<file path="src/rtl/alu_dec_queue.sv">
// alu_dec_queue: multi-lane ALU decode stage feeding a Depth-entry ready/valid FIFO.
// Latency: a bundle pushed in cycle N is visible at the output in cycle N+1 (no pass-through).
// Backpressure: in_ready_o drops when the FIFO is full; a pop frees its slot only on the next cycle.
//
// Ports:
//   clk_i, rst_i (async, active-high)
//   cheri_pmode_i            CHERI pure-capability mode, sampled with each push
//   flush_i                  synchronous discard of every entry (wins over push/pop)
//   in_valid_i/in_ready_o    input bundle handshake
//   in_lane_vld_i            per-lane valid, stored verbatim
//   in_instr_i               NLanes packed ir_dec_t {insn, is_comp, cheri_op}
//   out_valid_o/out_ready_i  head entry handshake
//   out_lane_vld_o, out_imm_o, out_alu_op_o, out_op_a_sel_o, out_op_b_sel_o, out_illegal_o
//                            head payload, forced to 0 while the FIFO is empty
//   count_o                  occupancy
//
// Optional feature: define ALU_DEC_ILLEGAL_EN to flag unsupported OP/OP_IMM encodings on
// out_illegal_o (flag stored with the entry). Without it out_illegal_o is tied to 0.

package alu_dec_pkg;

  typedef enum logic [3:0] {
    ALU_ADD  = 4'd0,
    ALU_SUB  = 4'd1,
    ALU_XOR  = 4'd2,
    ALU_OR   = 4'd3,
    ALU_AND  = 4'd4,
    ALU_SRA  = 4'd5,
    ALU_SRL  = 4'd6,
    ALU_SLL  = 4'd7,
    ALU_SLT  = 4'd8,
    ALU_SLTU = 4'd9
  } alu_op_e;

  typedef enum logic [1:0] {
    OP_A_REG_A  = 2'd0,
    OP_A_FWD    = 2'd1,
    OP_A_CURRPC = 2'd2,
    OP_A_IMM    = 2'd3
  } op_a_sel_e;

  typedef enum logic {
    OP_B_REG_B = 1'b0,
    OP_B_IMM   = 1'b1
  } op_b_sel_e;

  // cheri_op one-hot bits: [0] cincaddr, [1] cincaddrimm, [2] csub
  typedef struct packed {
    logic [31:0] insn;
    logic        is_comp;
    logic [2:0]  cheri_op;
  } ir_dec_t;

  localparam int IrW     = $bits(ir_dec_t);
  localparam int AluOpW  = $bits(alu_op_e);
  localparam int OpASelW = $bits(op_a_sel_e);

  localparam int CheriIncAddr    = 0;
  localparam int CheriIncAddrImm = 1;
  localparam int CheriSub        = 2;

  localparam logic [6:0] OPC_LUI    = 7'h37;
  localparam logic [6:0] OPC_AUIPC  = 7'h17;
  localparam logic [6:0] OPC_JAL    = 7'h6f;
  localparam logic [6:0] OPC_JALR   = 7'h67;
  localparam logic [6:0] OPC_OP_IMM = 7'h13;
  localparam logic [6:0] OPC_OP     = 7'h33;
  localparam logic [6:0] OPC_CHERI  = 7'h5b;
  localparam logic [6:0] OPC_AUICGP = 7'h7b;

endpackage

module alu_dec_queue
  import alu_dec_pkg::*;
#(
  parameter logic CHERIoTEn = 1'b1,
  parameter int   NLanes    = 2,
  parameter int   Depth     = 4
) (
  input  logic                         clk_i,
  input  logic                         rst_i,
  input  logic                         cheri_pmode_i,
  input  logic                         flush_i,
  input  logic                         in_valid_i,
  output logic                         in_ready_o,
  input  logic [NLanes-1:0]            in_lane_vld_i,
  input  logic [NLanes*IrW-1:0]        in_instr_i,
  output logic                         out_valid_o,
  input  logic                         out_ready_i,
  output logic [NLanes-1:0]            out_lane_vld_o,
  output logic [32*NLanes-1:0]         out_imm_o,
  output logic [AluOpW*NLanes-1:0]     out_alu_op_o,
  output logic [OpASelW*NLanes-1:0]    out_op_a_sel_o,
  output logic [NLanes-1:0]            out_op_b_sel_o,
  output logic [NLanes-1:0]            out_illegal_o,
  output logic [$clog2(Depth+1)-1:0]   count_o
);

  localparam int PtrW = $clog2(Depth);
  localparam int CntW = $clog2(Depth+1);

  // ---------------------------------------------------------------------------
  // Per-lane combinational decode
  // ---------------------------------------------------------------------------
  logic [32*NLanes-1:0]      dec_imm;
  logic [AluOpW*NLanes-1:0]  dec_op;
  logic [OpASelW*NLanes-1:0] dec_a_sel;
  logic [NLanes-1:0]         dec_b_sel;
  logic [NLanes-1:0]         dec_ill;

  for (genvar g = 0; g < NLanes; g++) begin : g_lane
    ir_dec_t     ir;
    logic [31:0] insn;
    logic [2:0]  f3;
    logic [6:0]  f7;
    logic [31:0] imm_i;
    logic [31:0] imm_u;
    logic [31:0] imm_c;
    alu_op_e     op;
    op_a_sel_e   a_sel;
    op_b_sel_e   b_sel;
    logic [31:0] imm;
    logic        ill;
    logic        unused_fields;

    assign ir    = ir_dec_t'(in_instr_i[g*IrW +: IrW]);
    assign insn  = ir.insn;
    assign f3    = insn[14:12];
    assign f7    = insn[31:25];
    assign imm_i = {{20{insn[31]}}, insn[31:20]};
    assign imm_u = {insn[31:12], 12'h000};
    // CHERIoT 20-bit immediate is scaled by 2^11 rather than 2^12
    assign imm_c = {insn[31], insn[31:12], 11'h000};

    // Register specifiers are consumed further down the pipe; cincaddrimm is the
    // fall-through case of the CHERI op_b selection.
    assign unused_fields = ^{insn[19:15], insn[11:7], ir.cheri_op[CheriIncAddrImm]};

    always_comb begin
      op    = ALU_SLTU;
      a_sel = OP_A_IMM;
      b_sel = OP_B_IMM;
      imm   = imm_i;
      ill   = 1'b0;
      case (insn[6:0])
        OPC_JAL, OPC_JALR: begin
          a_sel = OP_A_CURRPC;
          b_sel = OP_B_IMM;
          op    = ALU_ADD;
          imm   = ir.is_comp ? 32'd2 : 32'd4;
        end
        OPC_LUI: begin
          a_sel = OP_A_IMM;
          b_sel = OP_B_IMM;
          op    = ALU_ADD;
          imm   = imm_u;
        end
        OPC_AUIPC: begin
          a_sel = OP_A_CURRPC;
          b_sel = OP_B_IMM;
          op    = ALU_ADD;
          imm   = (CHERIoTEn && cheri_pmode_i) ? imm_c : imm_u;
        end
        OPC_OP_IMM: begin
          a_sel = OP_A_REG_A;
          b_sel = OP_B_IMM;
          case (f3)
            3'b000: op = ALU_ADD;
            3'b010: op = ALU_SLT;
            3'b011: op = ALU_SLTU;
            3'b100: op = ALU_XOR;
            3'b110: op = ALU_OR;
            3'b111: op = ALU_AND;
            3'b001: begin
              op  = ALU_SLL;
              ill = |insn[31:25];
            end
            3'b101: begin
              if (insn[31:27] == 5'b00000) begin
                op = ALU_SRL;
              end else if (insn[31:27] == 5'b01000) begin
                op = ALU_SRA;
              end else begin
                ill = 1'b1;
              end
            end
            default: ;
          endcase
        end
        OPC_OP: begin
          a_sel = OP_A_REG_A;
          b_sel = OP_B_REG_B;
          case ({f7, f3})
            {7'b0000000, 3'b000}: op = ALU_ADD;
            {7'b0100000, 3'b000}: op = ALU_SUB;
            {7'b0000000, 3'b010}: op = ALU_SLT;
            {7'b0000000, 3'b011}: op = ALU_SLTU;
            {7'b0000000, 3'b100}: op = ALU_XOR;
            {7'b0000000, 3'b110}: op = ALU_OR;
            {7'b0000000, 3'b111}: op = ALU_AND;
            {7'b0000000, 3'b001}: op = ALU_SLL;
            {7'b0000000, 3'b101}: op = ALU_SRL;
            {7'b0100000, 3'b101}: op = ALU_SRA;
            default:              ill = 1'b1;
          endcase
        end
        OPC_CHERI: begin
          if (CHERIoTEn) begin
            a_sel = OP_A_REG_A;
            op    = ir.cheri_op[CheriSub] ? ALU_SUB : ALU_ADD;
            b_sel = (ir.cheri_op[CheriIncAddr] || ir.cheri_op[CheriSub]) ? OP_B_REG_B : OP_B_IMM;
          end
        end
        OPC_AUICGP: begin
          if (CHERIoTEn) begin
            a_sel = OP_A_REG_A;
            b_sel = OP_B_IMM;
            op    = ALU_ADD;
            imm   = imm_c;
          end
        end
        default: ;
      endcase
    end

    assign dec_imm[g*32 +: 32]            = imm;
    assign dec_op[g*AluOpW +: AluOpW]     = op;
    assign dec_a_sel[g*OpASelW +: OpASelW] = a_sel;
    assign dec_b_sel[g]                   = b_sel;
    assign dec_ill[g]                     = ill;
  end

  // ---------------------------------------------------------------------------
  // FIFO control
  // ---------------------------------------------------------------------------
  logic [PtrW-1:0] wr_ptr_q, wr_ptr_d;
  logic [PtrW-1:0] rd_ptr_q, rd_ptr_d;
  logic [CntW-1:0] count_q,  count_d;
  logic            push;
  logic            pop;

  function automatic logic [PtrW-1:0] ptr_inc(input logic [PtrW-1:0] p);
    return (p == PtrW'(Depth-1)) ? '0 : p + 1'b1;
  endfunction

  assign in_ready_o  = (count_q != CntW'(Depth));
  assign out_valid_o = (count_q != '0);
  assign push        = in_valid_i & in_ready_o & ~flush_i;
  assign pop         = out_valid_o & out_ready_i & ~flush_i;
  assign count_o     = count_q;

  always_comb begin
    wr_ptr_d = wr_ptr_q;
    rd_ptr_d = rd_ptr_q;
    count_d  = count_q;
    if (flush_i) begin
      wr_ptr_d = '0;
      rd_ptr_d = '0;
      count_d  = '0;
    end else begin
      if (push) wr_ptr_d = ptr_inc(wr_ptr_q);
      if (pop)  rd_ptr_d = ptr_inc(rd_ptr_q);
      case ({push, pop})
        2'b10:   count_d = count_q + 1'b1;
        2'b01:   count_d = count_q - 1'b1;
        default: ;
      endcase
    end
  end

  always_ff @(posedge clk_i or posedge rst_i) begin
    if (rst_i) begin
      wr_ptr_q <= '0;
      rd_ptr_q <= '0;
      count_q  <= '0;
    end else begin
      wr_ptr_q <= wr_ptr_d;
      rd_ptr_q <= rd_ptr_d;
      count_q  <= count_d;
    end
  end

  // ---------------------------------------------------------------------------
  // Storage (not reset; payload is gated while empty)
  // ---------------------------------------------------------------------------
  logic [NLanes-1:0]         mem_vld_q   [Depth];
  logic [32*NLanes-1:0]      mem_imm_q   [Depth];
  logic [AluOpW*NLanes-1:0]  mem_op_q    [Depth];
  logic [OpASelW*NLanes-1:0] mem_a_sel_q [Depth];
  logic [NLanes-1:0]         mem_b_sel_q [Depth];

  always_ff @(posedge clk_i) begin
    if (push) begin
      mem_vld_q[wr_ptr_q]   <= in_lane_vld_i;
      mem_imm_q[wr_ptr_q]   <= dec_imm;
      mem_op_q[wr_ptr_q]    <= dec_op;
      mem_a_sel_q[wr_ptr_q] <= dec_a_sel;
      mem_b_sel_q[wr_ptr_q] <= dec_b_sel;
    end
  end

  assign out_lane_vld_o = out_valid_o ? mem_vld_q[rd_ptr_q]   : '0;
  assign out_imm_o      = out_valid_o ? mem_imm_q[rd_ptr_q]   : '0;
  assign out_alu_op_o   = out_valid_o ? mem_op_q[rd_ptr_q]    : '0;
  assign out_op_a_sel_o = out_valid_o ? mem_a_sel_q[rd_ptr_q] : '0;
  assign out_op_b_sel_o = out_valid_o ? mem_b_sel_q[rd_ptr_q] : '0;

`ifdef ALU_DEC_ILLEGAL_EN
  logic [NLanes-1:0] mem_ill_q [Depth];

  always_ff @(posedge clk_i) begin
    if (push) begin
      mem_ill_q[wr_ptr_q] <= dec_ill;
    end
  end

  assign out_illegal_o = out_valid_o ? mem_ill_q[rd_ptr_q] : '0;
`else
  logic unused_dec_ill;

  assign unused_dec_ill = ^dec_ill;
  assign out_illegal_o  = '0;
`endif

endmodule

</file>
<file path="config.mk">
export PLATFORM = sky130hd
export DESIGN_NAME = alu_dec_queue
export DESIGN_NICKNAME = d
export VERILOG_FILES = /design/src/rtl/alu_dec_queue.sv
export SDC_FILE = /design/constraint.sdc
export NUM_CORES = 1
export LEC_CHECK = 0
export ABC_CLOCK_PERIOD_IN_PS = 9100
export BUFFER_PORTS_ARGS = -buffer_cell sky130_fd_sc_hd__buf_2
export CORE_UTILIZATION = 35
export DETAILED_ROUTE_END_ITERATION = 12
export SLEW_MARGIN = 5
export SYNTH_ARGS = -nofsm -noshare
export SYNTH_HDL_FRONTEND = slang
export SYNTH_SLANG_ARGS = --single-unit
</file>
<file path="constraint.sdc">
create_clock -name clk_i -period 9.1 [get_ports clk_i]
set_input_delay 0 -clock clk_i [delete_from_list [all_inputs] [get_ports clk_i]]
set_output_delay 0 -clock clk_i [all_outputs]
set_load 0.01 [all_outputs]
</file>
==> flow_metrics.py, run 1 <==
metrics = {
    "status": {
        "run_status": "completed",
    },
    "floorplan": {
        "die_area_sq_um": 40700,
        "die_height_microns": 202,
        "std_cell_rows": 72,
        "start_util_pct": 35.8,
        "die_width_microns": 202,
        "num_io_pins": 167,
        "fp.coreArea_sq_um": 39000,
    },
    "logic_synthesis": {
        "netlist_area_sq_um": 14000,
        "yosys_register_bits": 327,
        "synth-edff-count": 320,
        "yosys_warnings": 0,
        "synth_area_leader_cell": "sky130_fd_sc_hd__edfxtp_1",
        "syn_inst": 768,
        "synth.yosys.seq_area_share_pct": 70.1,
        "yosysUniqueCellTypes": 66,
        "yosys-top-cells-count": "sky130_fd_sc_hd__edfxtp_1 (320), sky130_fd_sc_hd__and2_1 (104), sky130_fd_sc_hd__mux4_2 (80), sky130_fd_sc_hd__a221o_1 (37), sky130_fd_sc_hd__clkbuf_1 (30)",
        "most_area_consuming_cells_after_synthesis": "sky130_fd_sc_hd__edfxtp_1 (69%), sky130_fd_sc_hd__mux4_2 (13%), sky130_fd_sc_hd__and2_1 (4.7%)",
        "synthMostInstantiatedCell": "sky130_fd_sc_hd__edfxtp_1",
        "synth_largest_type_area_fraction_pct": 68.8,
        "synth_flop_cell": "sky130_fd_sc_hd__edfxtp_1",
        "fraction_of_registers_with_async_set_or_reset_after_synthesis_pct": 2.14,
        "post_synth.cell_area_avg_sq_um": 18.2,
    },
    "clock_tree": {
        "cts.reportedPaths.clkPinSlew_ns": 0.06,
        "number_of_setup_buffers_added_after_cts": 0,
        "cts_htree_levels": 2,
        "post_cts_resize_count": 0,
        "clock-sinks": 327,
        "worst_skew_pair.late_latency_ns": 0.52,
        "tritoncts_clock_tree": "done",
        "num_cts_buffers": 37,
        "cts_hold_buffers": 63,
        "clk_root_buffer_cell": "sky130_fd_sc_hd__clkbuf_16",
        "cts.path.max_buffers": 3,
    },
    "setup_path": {
        "critical_path.max_fanout": 47,
        "crit_start_category": "flip-flop",
        "startpoint": "rd_ptr_q[0]",
        "critPathMaxStageDelay_ns": 1.06,
        "cp_slowest_cell": "sky130_fd_sc_hd__dfrtp_4",
        "timing.critical_path.arrival_ns": 3.33,
        "cp_cell_sequence": "buf_4 > mux4_2 > and2_1 > buf_2",
        "path_buf_inv": 2,
        "ff2ff_path_depth": 9,
        "rrSetupSlack_ns": 6.19,
        "timing.critical_path.max_delay_family": "flip-flops",
        "r2r_start": "count_o[0]",
        "timing.setup.critical_path_class": "reg -> out",
        "cp-end-kind": "output pin",
        "rr_endpoint": "count_o[2]",
        "cp_data_required_time_ns": 9.10,
    },
    "finish": {
        "area.growth.synth_to_final_pct": 21.8,
        "utilization_pct": 43.6,
        "drive_gt1_share_pct": 31.4,
        "multi_input_logic_area_sq_um": 3910,
        "design.final.nets": 1066,
        "seqCellArea_sq_um": 9790,
        "final.fill_count": 3445,
    },
    "grt": {
        "track_usage_pct": 15.9,
        "vias_in_the_first_global_route": 8282,
        "antenna_found_initial": 1,
        "overflow": 0,
        "grt_pass1_wl_mm": 49.1,
        "grt_max_degree": 84,
    },
    "sta": {
        "final_min_period_over_clock_period_pct": 36.6,
        "finalSetupTns_ns": 0,
        "max_freq_mhz": 300,
        "hold_violations": 0,
        "holdWs_ns": 0.0307,
        "timing.slew.headroom_pct": 35.2,
        "finalMaxSlewViolations": 0,
        "unrepaired_setup_endpoints_after_global_routing": "false",
        "finalSetupViolCount": 0,
        "fin_crit_ns": 3.33,
        "worst-slew-pin-transition_ns": 0.972,
        "fin_skew_ns": 0.0112,
    },
    "worst_hold_path": {
        "hold_path.class": "in -> reg",
        "holdPathEnd": "mem_imm_q[0][42]",
        "whs_path_depth": 2,
        "timing.hold.worst.start": "in_instr_i[70]",
    },
    "flow_run": {
        "max_capacitance_violation_total": 0,
    },
    "pwr": {
        "p_leak_nw": 5.78,
        "p_per_area_nw_per_um2": 245,
        "max-vdd-ir-drop_mv": 0.138,
    },
    "detailed_routing": {
        "drt_pre_antenna_iters": 5,
        "remaining_drc_errors": 0,
        "detailed_route_wire_length_mm": 32.0,
        "avgRoutedWirePerCell_microns": 21.0,
        "wl_met2_mm": 15.2,
        "first_iter_violations": 513,
        "wirelength_met1_mm": 14.4,
        "met3_length_mm": 1.43,
        "num_vias": 7857,
        "vias_per_cell": 5.15,
        "antenna_violating_nets_left": 0,
        "uppermost_layer_routed": "met5",
    },
    "place": {
        "detail_placement_hpwl_mm": 18.9,
        "gp_weighted_congestion": 0.791,
        "port_buffer_count": 152,
    },
}
## flip-flops by register name, summed over array words and instances (netlist names)
register / cells
mem_a_sel_q: 16
mem_op_q: 32
mem_imm_q: 256
count_o: 3
mem_vld_q: 8
wr_ptr_q: 2
mem_b_sel_q: 8
rd_ptr_q: 2
## layer usage
layer / track usage (%) / vias up
li1: - / 3535
met4: 5.76 / 2
met3: 2.70 / 55
met1: 21.9 / 4072
met2: 25.5 / 193
met5: 0 / -
## worst reg2reg max path: cells and delay by family (launching register included)
kind                     cells  cell delay (ns)
AO/OA/AOI/OAI                3             0.35
adder cells (fa/ha/maj)      1             0.40
flip-flops                   1             0.47
AND/OR/NAND/NOR              4             1.19
buffers and inverters        1             0.41
## area by class of cell
cell class              instances  area share (%)
diodes                          2          0.0294
clock buffers                  45            5.99
clock inverters                19           0.882
inverters                      11           0.243
multi-input cells             380            23.0
flip-flops and latches        327            57.5
well taps                     518            3.81
repair buffers                223            8.53
## worst max path at each step
stage / end / depth (start not counted)
after floorplan: mem_a_sel_q[0][0] / 4
after global placement: out_op_b_sel_o[1] / 4
after detailed placement: out_op_b_sel_o[1] / 4
after CTS: out_op_b_sel_o[1] / 4
after global routing: out_op_b_sel_o[1] / 4
final: out_op_a_sel_o[2] / 4
## layout by cell type (no fill, tap or decap), drive strengths merged, types with 3 or more instances in the layout
master,synthesis,layout
a22o,5,5
edfxtp,320,320
mux4,80,80
ha,5,5
and2,104,104
clkinv,0,16
o211ai,3,3
buf,21,160
nand4,4,4
or4,3,3
o21ai,14,14
nor2,10,10
a21o,4,4
a211oi,3,3
nand3,8,8
or3b,3,3
nor3b,3,3
xor2,3,3
dfrtp,7,7
o21a,3,3
a21oi,12,12
dlygate4sd3,0,63
or3,6,6
nor2b,8,8
nor3,5,5
nand2b,4,4
a221o,37,37
nand2,20,20
nand3b,3,3
inv,11,12
clkbuf,30,45
## where the power goes
part / internal [mW] / switching [mW] / total [mW] / leakage, nW
logic: 0.447 / 0.496 / 0.943 / 2.24
clock network: 0.851 / 0.571 / 1.42 / 0.584
registers: 1.73 / 0.0723 / 1.80 / 2.96
## through the flow
step,instances,area (sq um),total power [mW],setup slack [ns]
after CTS,1523,17000,4.23,5.59
after global routing,1523,17000,4.36,5.45
after global placement,1396,15200,2.78,6.14
after floorplan,769,14000,2.40,5.77
final,1525,17000,4.16,5.77
after detailed placement,1396,15200,2.78,6.16
## logic make-up (layout without fill, tap and decap cells)
| group | after synthesis | count (layout) | share of synthesized area, % |
|---|---|---|---|
| flip-flops | 327 | 327 | 70.1 |
| AND/OR/NAND/NOR | 191 | 191 | 8.31 |
| AO/OA/AOI/OAI | 95 | 95 | 5.65 |
| other | 1 | 4 | 0.0268 |
| XOR/XNOR | 4 | 4 | 0.251 |
| multiplexers | 82 | 82 | 13.1 |
| adder cells (fa/ha/maj) | 6 | 6 | 0.591 |
| buffers and inverters | 62 | 298 | 2.06 |
No activity file was read; power rests on OpenSTA's default activity.
==> run 2: changes to the inputs <==
--- a/config.mk
+++ b/config.mk
@@ -5,7 +5,7 @@
 export SDC_FILE = /design/constraint.sdc
 export NUM_CORES = 1
 export LEC_CHECK = 0
-export ABC_CLOCK_PERIOD_IN_PS = 9100
+export ABC_CLOCK_PERIOD_IN_PS = 2700
 export BUFFER_PORTS_ARGS = -buffer_cell sky130_fd_sc_hd__buf_2
 export CORE_UTILIZATION = 35
 export DETAILED_ROUTE_END_ITERATION = 12
==> constraint.sdc (replaced) <==
create_clock -name clk_i -period 2.7 [get_ports clk_i]
set_input_delay 0 -clock clk_i [delete_from_list [all_inputs] [get_ports clk_i]]
set_output_delay 0 -clock clk_i [all_outputs]
set_load 0.01 [all_outputs]
==> run 2 against run 1 <==
Compared with the run above: sequential power grew to 3.3 times the previous value; final area rose by 2.2%; first-iteration DRC count grew 24%; power increased to 3.5 times the previous value; combinational power increased to 3.6 times the previous value; clock skew grew 0.0069 ns; critical path type unchanged; highest routed layer unchanged.
==> flow_metrics.py, run 2 (synthesized netlist as in run 1, its figures left out) <==
metrics = {
    "status": {
        "run_status": "completed",
    },
    "flow_run": {
        "max_capacitance_violation_total": 0,
    },
    "finish": {
        "mostFrequentLayoutCell": "sky130_fd_sc_hd__edfxtp_1",
        "drive_gt1_share_pct": 33.1,
        "top_register": "mem_imm_q",
        "largest_registers": "mem_imm_q (256), mem_op_q (32), mem_a_sel_q (16)",
        "final.fill_count": 3402,
        "design.final.nets": 1080,
        "mostFrequentLayoutCells": "sky130_fd_sc_hd__edfxtp_1 (320), sky130_fd_sc_hd__buf_2 (152), sky130_fd_sc_hd__and2_1 (100), sky130_fd_sc_hd__mux4_2 (80), sky130_fd_sc_hd__dlygate4sd3_1 (55)",
        "final_area_sq_um": 17400,
        "max_ffs_per_register": 256,
        "area.growth.synth_to_final_pct": 24.5,
    },
    "setup_path": {
        "timing.critical_path.max_delay_family": "flip-flops",
        "path_buf_inv": 2,
        "timing.critical_path.arrival_ns": 2.40,
        "cp-end-kind": "output pin",
        "critical_path.max_fanout": 21,
        "worst-path-stages": 4,
        "ff2ff_path_depth": 8,
        "cp_data_required_time_ns": 2.70,
        "timing.setup.critical_path_class": "reg -> out",
        "cp_slowest_cell": "sky130_fd_sc_hd__dfrtp_4",
        "critPathMaxStageDelay_ns": 0.71,
        "cp_cell_sequence": "buf_12 > mux4_2 > and2_1 > buf_2",
        "crit_start_category": "flip-flop",
    },
    "grt": {
        "antenna_found_initial": 4,
        "grt.met2_usage_pct": 26.0,
        "use_met3_pct": 2.88,
        "grt_use_met1_pct": 22.8,
        "track_usage_pct": 16.3,
        "vias_in_the_first_global_route": 8376,
        "overflow": 0,
        "grt_pass1_wl_mm": 50.3,
        "globalRoute.busiestLayer": "met2",
        "grt_max_degree": 83,
    },
    "sta": {
        "fin_skew_ns": 0.0181,
        "fin_crit_ns": 2.40,
        "final_min_period_over_clock_period_pct": 89.0,
        "finalSetupViolCount": 0,
        "hold_violations": 0,
        "unrepaired_setup_endpoints_after_global_routing": "false",
        "finalSetupTns_ns": 0,
        "finalMaxSlewViolations": 0,
        "max_freq_mhz": 416,
        "worst-slew-pin-transition_ns": 0.877,
        "timing.slew.headroom_pct": 41.5,
    },
    "place": {
        "post_dp_cell_area_sq_um": 15500,
        "detail_placement_hpwl_mm": 20.3,
        "port_buffer_count": 152,
        "gp_weighted_congestion": 0.804,
    },
    "clock_tree": {
        "cts.reportedPaths.clkPinSlew_ns": 0.06,
        "cts.path.max_buffers": 3,
        "clock-sinks": 327,
        "post_cts_resize_count": 0,
        "num_cts_buffers": 37,
        "worst_skew_pair.late_latency_ns": 0.53,
        "clk_root_buffer_cell": "sky130_fd_sc_hd__clkbuf_16",
        "cts_htree_levels": 2,
        "tritoncts_clock_tree": "done",
    },
    "detailed_routing": {
        "num_vias": 8042,
        "first_iter_violations": 634,
        "avgRoutedWirePerCell_microns": 21.3,
        "antenna_violating_nets_left": 0,
        "drt_pre_antenna_iters": 7,
        "remaining_drc_errors": 0,
        "detailed_route_wire_length_mm": 32.8,
        "vias_per_cell": 5.22,
    },
    "pwr": {
        "p_leak_nw": 5.93,
        "p_per_area_nw_per_um2": 841,
        "max-vdd-ir-drop_mv": 0.493,
    },
    "floorplan": {
        "start_util_pct": 35.8,
        "num_io_pins": 167,
        "die_area_sq_um": 40700,
        "die_height_microns": 202,
        "std_cell_rows": 72,
        "die_width_microns": 202,
        "fp.coreArea_sq_um": 39000,
    },
    "worst_hold_path": {
        "whs_path_depth": 2,
        "hold_path.class": "in -> reg",
    },
}
-- run 2: final cells by class --
type / instances / area (sq um) / share of cell area [%]
clock buffer: 46 / 1000 / 5.76
multi-input combinational: 380 / 3910 / 22.5
timing repair buffer: 237 / 1710 / 9.84
sequential: 327 / 9790 / 56.3
inverter: 11 / 41.3 / 0.237
antenna: 2 / 5.00 / 0.0288
clock inverter: 21 / 278 / 1.60
tap: 518 / 648 / 3.73
-- run 2: final timing paths --
| kind | from | endpoint | slack, ns |
|---|---|---|---|
| setup / recovery | rd_ptr_q[0] | out_imm_o[56] | 0.30 |
| max in group asynchronous | rst_i | rd_ptr_q[1] | 1.92 |
| setup reg to reg | count_o[1] | count_o[2] | 0.35 |
| hold reg to reg | wr_ptr_q[1] | wr_ptr_q[1] | 0.60 |
| min in group asynchronous | rst_i | count_o[2] | 0.52 |
| hold / removal | in_instr_i[30] | mem_imm_q[3][6] | 0.02 |
-- run 2: per-stage QoR --
step / power [mW] / std cells / utilization, % / setup WS (ns) / hold WS (ns)
after floorplan: 8.09 / 769 / - / 0.253 / -0.197
after global placement: 9.51 / 1417 / 39.8 / 0.312 / -0.0547
after detailed placement: 9.51 / 1417 / 39.8 / 0.368 / -0.0502
after CTS: 14.9 / 1540 / 44.6 / 0.199 / 0.000454
after global routing: 15.3 / 1542 / 44.6 / 0.150 / 0.0129
final: 14.6 / 1542 / 44.6 / 0.298 / 0.0171
-- run 2: repair_timing --
item,4_1_cts,5_1_grt
buffers inserted,1,0
hold endpoints to repair,266,0
endpoints found under the setup margin,9,0
hold buffers,55,0
-- run 2: power by group --
| part | internal (mW) | leakage, nW | switching, mW |
|---|---|---|---|
| registers | 5.82 | 2.96 | 0.159 |
| clock network | 3.23 | 0.609 | 1.99 |
| logic | 1.62 | 2.35 | 1.81 |
-- run 2: layer usage --
metal | share of wire (%) | wire [microns] | vias to the layer above
li1 | - | - | 3565
met1 | 45 | 14900 | 4196
met2 | 48 | 15700 | 226
met3 | 4.7 | 1550 | 51
met4 | 2.0 | 644 | 4
met5 | 0.082 | 27 | -
==> run 3: changes to the inputs <==
--- a/config.mk
+++ b/config.mk
@@ -9,6 +9,7 @@
 export BUFFER_PORTS_ARGS = -buffer_cell sky130_fd_sc_hd__buf_2
 export CORE_UTILIZATION = 35
 export DETAILED_ROUTE_END_ITERATION = 12
+export HOLD_SLACK_MARGIN = 0.06
 export SLEW_MARGIN = 5
 export SYNTH_ARGS = -nofsm -noshare
 export SYNTH_HDL_FRONTEND = slang
==> run 3 against run 2 <==
Compared with the run above: global-route usage grew 0.10 points; via count hardly changed; cell count rose by 0.84%; clock skew is 0.0040 ns lower; register-to-register slack lost 0.02 ns; maximum frequency decreased by 3.5%; power increased by 0.14%; sequential cell count is the same; core utilization up 0.35 points; critical path type is now in -> reg.
==> flow_metrics.py, run 3 (synthesized netlist as in run 1, its figures left out) <==
metrics = {
    "finish": {
        "mostFrequentLayoutCell": "sky130_fd_sc_hd__edfxtp_1",
        "largest_registers": "mem_imm_q (256), mem_op_q (32), mem_a_sel_q (16)",
        "final_area_sq_um": 17500,
        "max_ffs_per_register": 256,
        "top_register": "mem_imm_q",
        "final.fill_count": 3392,
        "area.growth.synth_to_final_pct": 25.5,
        "drive_gt1_share_pct": 32.6,
        "mostFrequentLayoutCells": "sky130_fd_sc_hd__edfxtp_1 (320), sky130_fd_sc_hd__buf_2 (152), sky130_fd_sc_hd__and2_1 (100), sky130_fd_sc_hd__mux4_2 (80), sky130_fd_sc_hd__dlygate4sd3_1 (69)",
        "design.final.nets": 1094,
        "finalNonFillerCells": 1555,
    },
    "sta": {
        "hold_violations": 0,
        "post-route-worst-setup-slack_ns": 0.211,
        "unrepaired_setup_endpoints_after_global_routing": "false",
        "finalSetupViolCount": 0,
        "worst-slew-pin-transition_ns": 0.884,
        "final_min_period_over_clock_period_pct": 92.2,
        "max_freq_mhz": 402,
        "holdWs_ns": 0.0772,
        "timing.slew.headroom_pct": 41.1,
        "fin_skew_ns": 0.0141,
        "finalMaxSlewViolations": 0,
        "finalSetupTns_ns": 0,
        "fin_crit_ns": 2.49,
    },
    "clock_tree": {
        "cts_htree_levels": 2,
        "clk_root_buffer_cell": "sky130_fd_sc_hd__clkbuf_16",
        "num_cts_buffers": 37,
        "worst_skew_pair.late_latency_ns": 0.53,
        "cts.path.max_buffers": 3,
        "tritoncts_clock_tree": "done",
        "post_cts_resize_count": 0,
        "clock-sinks": 327,
        "cts.reportedPaths.clkPinSlew_ns": 0.05,
    },
    "floorplan": {
        "std_cell_rows": 72,
        "num_io_pins": 167,
        "start_util_pct": 35.8,
        "fp.coreArea_sq_um": 39000,
        "die_height_microns": 202,
        "die_width_microns": 202,
        "die_area_sq_um": 40700,
    },
    "place": {
        "place.detailed.instances": 1417,
        "detail_placement_hpwl_mm": 20.3,
        "gp_weighted_congestion": 0.804,
        "port_buffer_count": 152,
        "placement.setup.worst_slack_ns": 0.368,
        "post_dp_cell_area_sq_um": 15500,
    },
    "setup_path": {
        "timing.critical_path.arrival_ns": 2.74,
        "ff2ff_path_depth": 8,
        "critical_path.endpoint": "mem_imm_q[0][49]",
        "rr_endpoint": "count_o[2]",
        "timing.setup.critical_path_class": "in -> reg",
        "crit_start_category": "primary input",
        "cp_data_required_time_ns": 2.95,
        "startpoint": "in_instr_i[45]",
        "rrSetupSlack_ns": 0.33,
        "cp-end-kind": "flip-flop",
        "critical_path.max_fanout": 19,
        "r2r_start": "count_o[1]",
    },
    "grt": {
        "overflow": 0,
        "grt_max_degree": 83,
        "track_usage_pct": 16.4,
        "vias_in_the_first_global_route": 8449,
        "antenna_found_initial": 3,
        "grt_pass1_wl_mm": 50.5,
    },
    "detailed_routing": {
        "avgRoutedWirePerCell_microns": 21.2,
        "drt_pre_antenna_iters": 8,
        "detailed_route_wire_length_mm": 32.9,
        "antenna_violating_nets_left": 0,
        "remaining_drc_errors": 0,
        "num_vias": 8044,
        "vias_per_cell": 5.17,
        "first_iter_violations": 591,
    },
    "status": {
        "run_status": "completed",
    },
    "pwr": {
        "p_leak_nw": 5.98,
        "max-vdd-ir-drop_mv": 0.494,
        "p_per_area_nw_per_um2": 836,
    },
    "worst_hold_path": {
        "hold_path.class": "in -> reg",
        "timing.hold.worst.start": "in_instr_i[54]",
    },
    "flow_run": {
        "max_capacitance_violation_total": 0,
    },
}
[run 3: cell types whose count changed in the layout (fill, tap and decap cells not counted)]
cell,change
sky130_fd_sc_hd__diode_2,-1
sky130_fd_sc_hd__dlygate4sd3_1,+14
[run 3: what timing repair did]
item	in CTS	in global routing
buffers inserted	1	0
hold buffers	69	0
setup endpoints to repair	9	0
endpoints found under the hold margin	314	0
[run 3: through the flow]
step                      utilization [%]  total power, mW
after floorplan                         -             8.09
after global placement               39.8             9.51
after detailed placement             39.8             9.51
after CTS                            44.9             14.9
after global routing                 44.9             15.3
final                                44.9             14.6
[run 3: how the worst min path moves through the flow]
stage | slack [ns] | cells after the start | end
after floorplan | -0.20 | 1 | count_o[0]
after global placement | -0.05 | 2 | count_o[2]
after detailed placement | -0.05 | 2 | count_o[2]
after CTS | 0.06 | 2 | mem_imm_q[2][45]
after global routing | 0.11 | 2 | mem_imm_q[0][45]
final | 0.08 | 2 | mem_imm_q[2][45]
[run 3: worst max-delay path, stage by stage]
cell and delay [ns]:
sky130_fd_sc_hd__dlygate4sd3_1 0.55, sky130_fd_sc_hd__buf_2 0.26, sky130_fd_sc_hd__nand4b_1 0.17, sky130_fd_sc_hd__or2_1 0.33
sky130_fd_sc_hd__and4_1 0.45, sky130_fd_sc_hd__a221o_1 0.36, sky130_fd_sc_hd__dlygate4sd3_1 0.61
[run 3: routing by layer]
layer	share of wire (%)	track usage, %
met2	48	26.4
met4	2.0	4.82
met3	4.2	2.87
met5	0.082	0
met1	45	22.9
[run 3: where the power goes]
group	total (mW)	switching, mW	internal, mW
registers	5.98	0.160	5.82
clock network	5.22	1.99	3.23
logic	3.44	1.81	1.63
[run 3: area by class of cell]
class / count / area [sq um] / area share, %
multi-input combinational: 380 / 3910 / 22.3
clock inverter: 21 / 278 / 1.58
timing repair buffer: 251 / 1850 / 10.6
antenna: 1 / 2.50 / 0.0143
clock buffer: 46 / 1000 / 5.72
tap: 518 / 648 / 3.70
sequential: 327 / 9790 / 55.9
inverter: 11 / 41.3 / 0.236
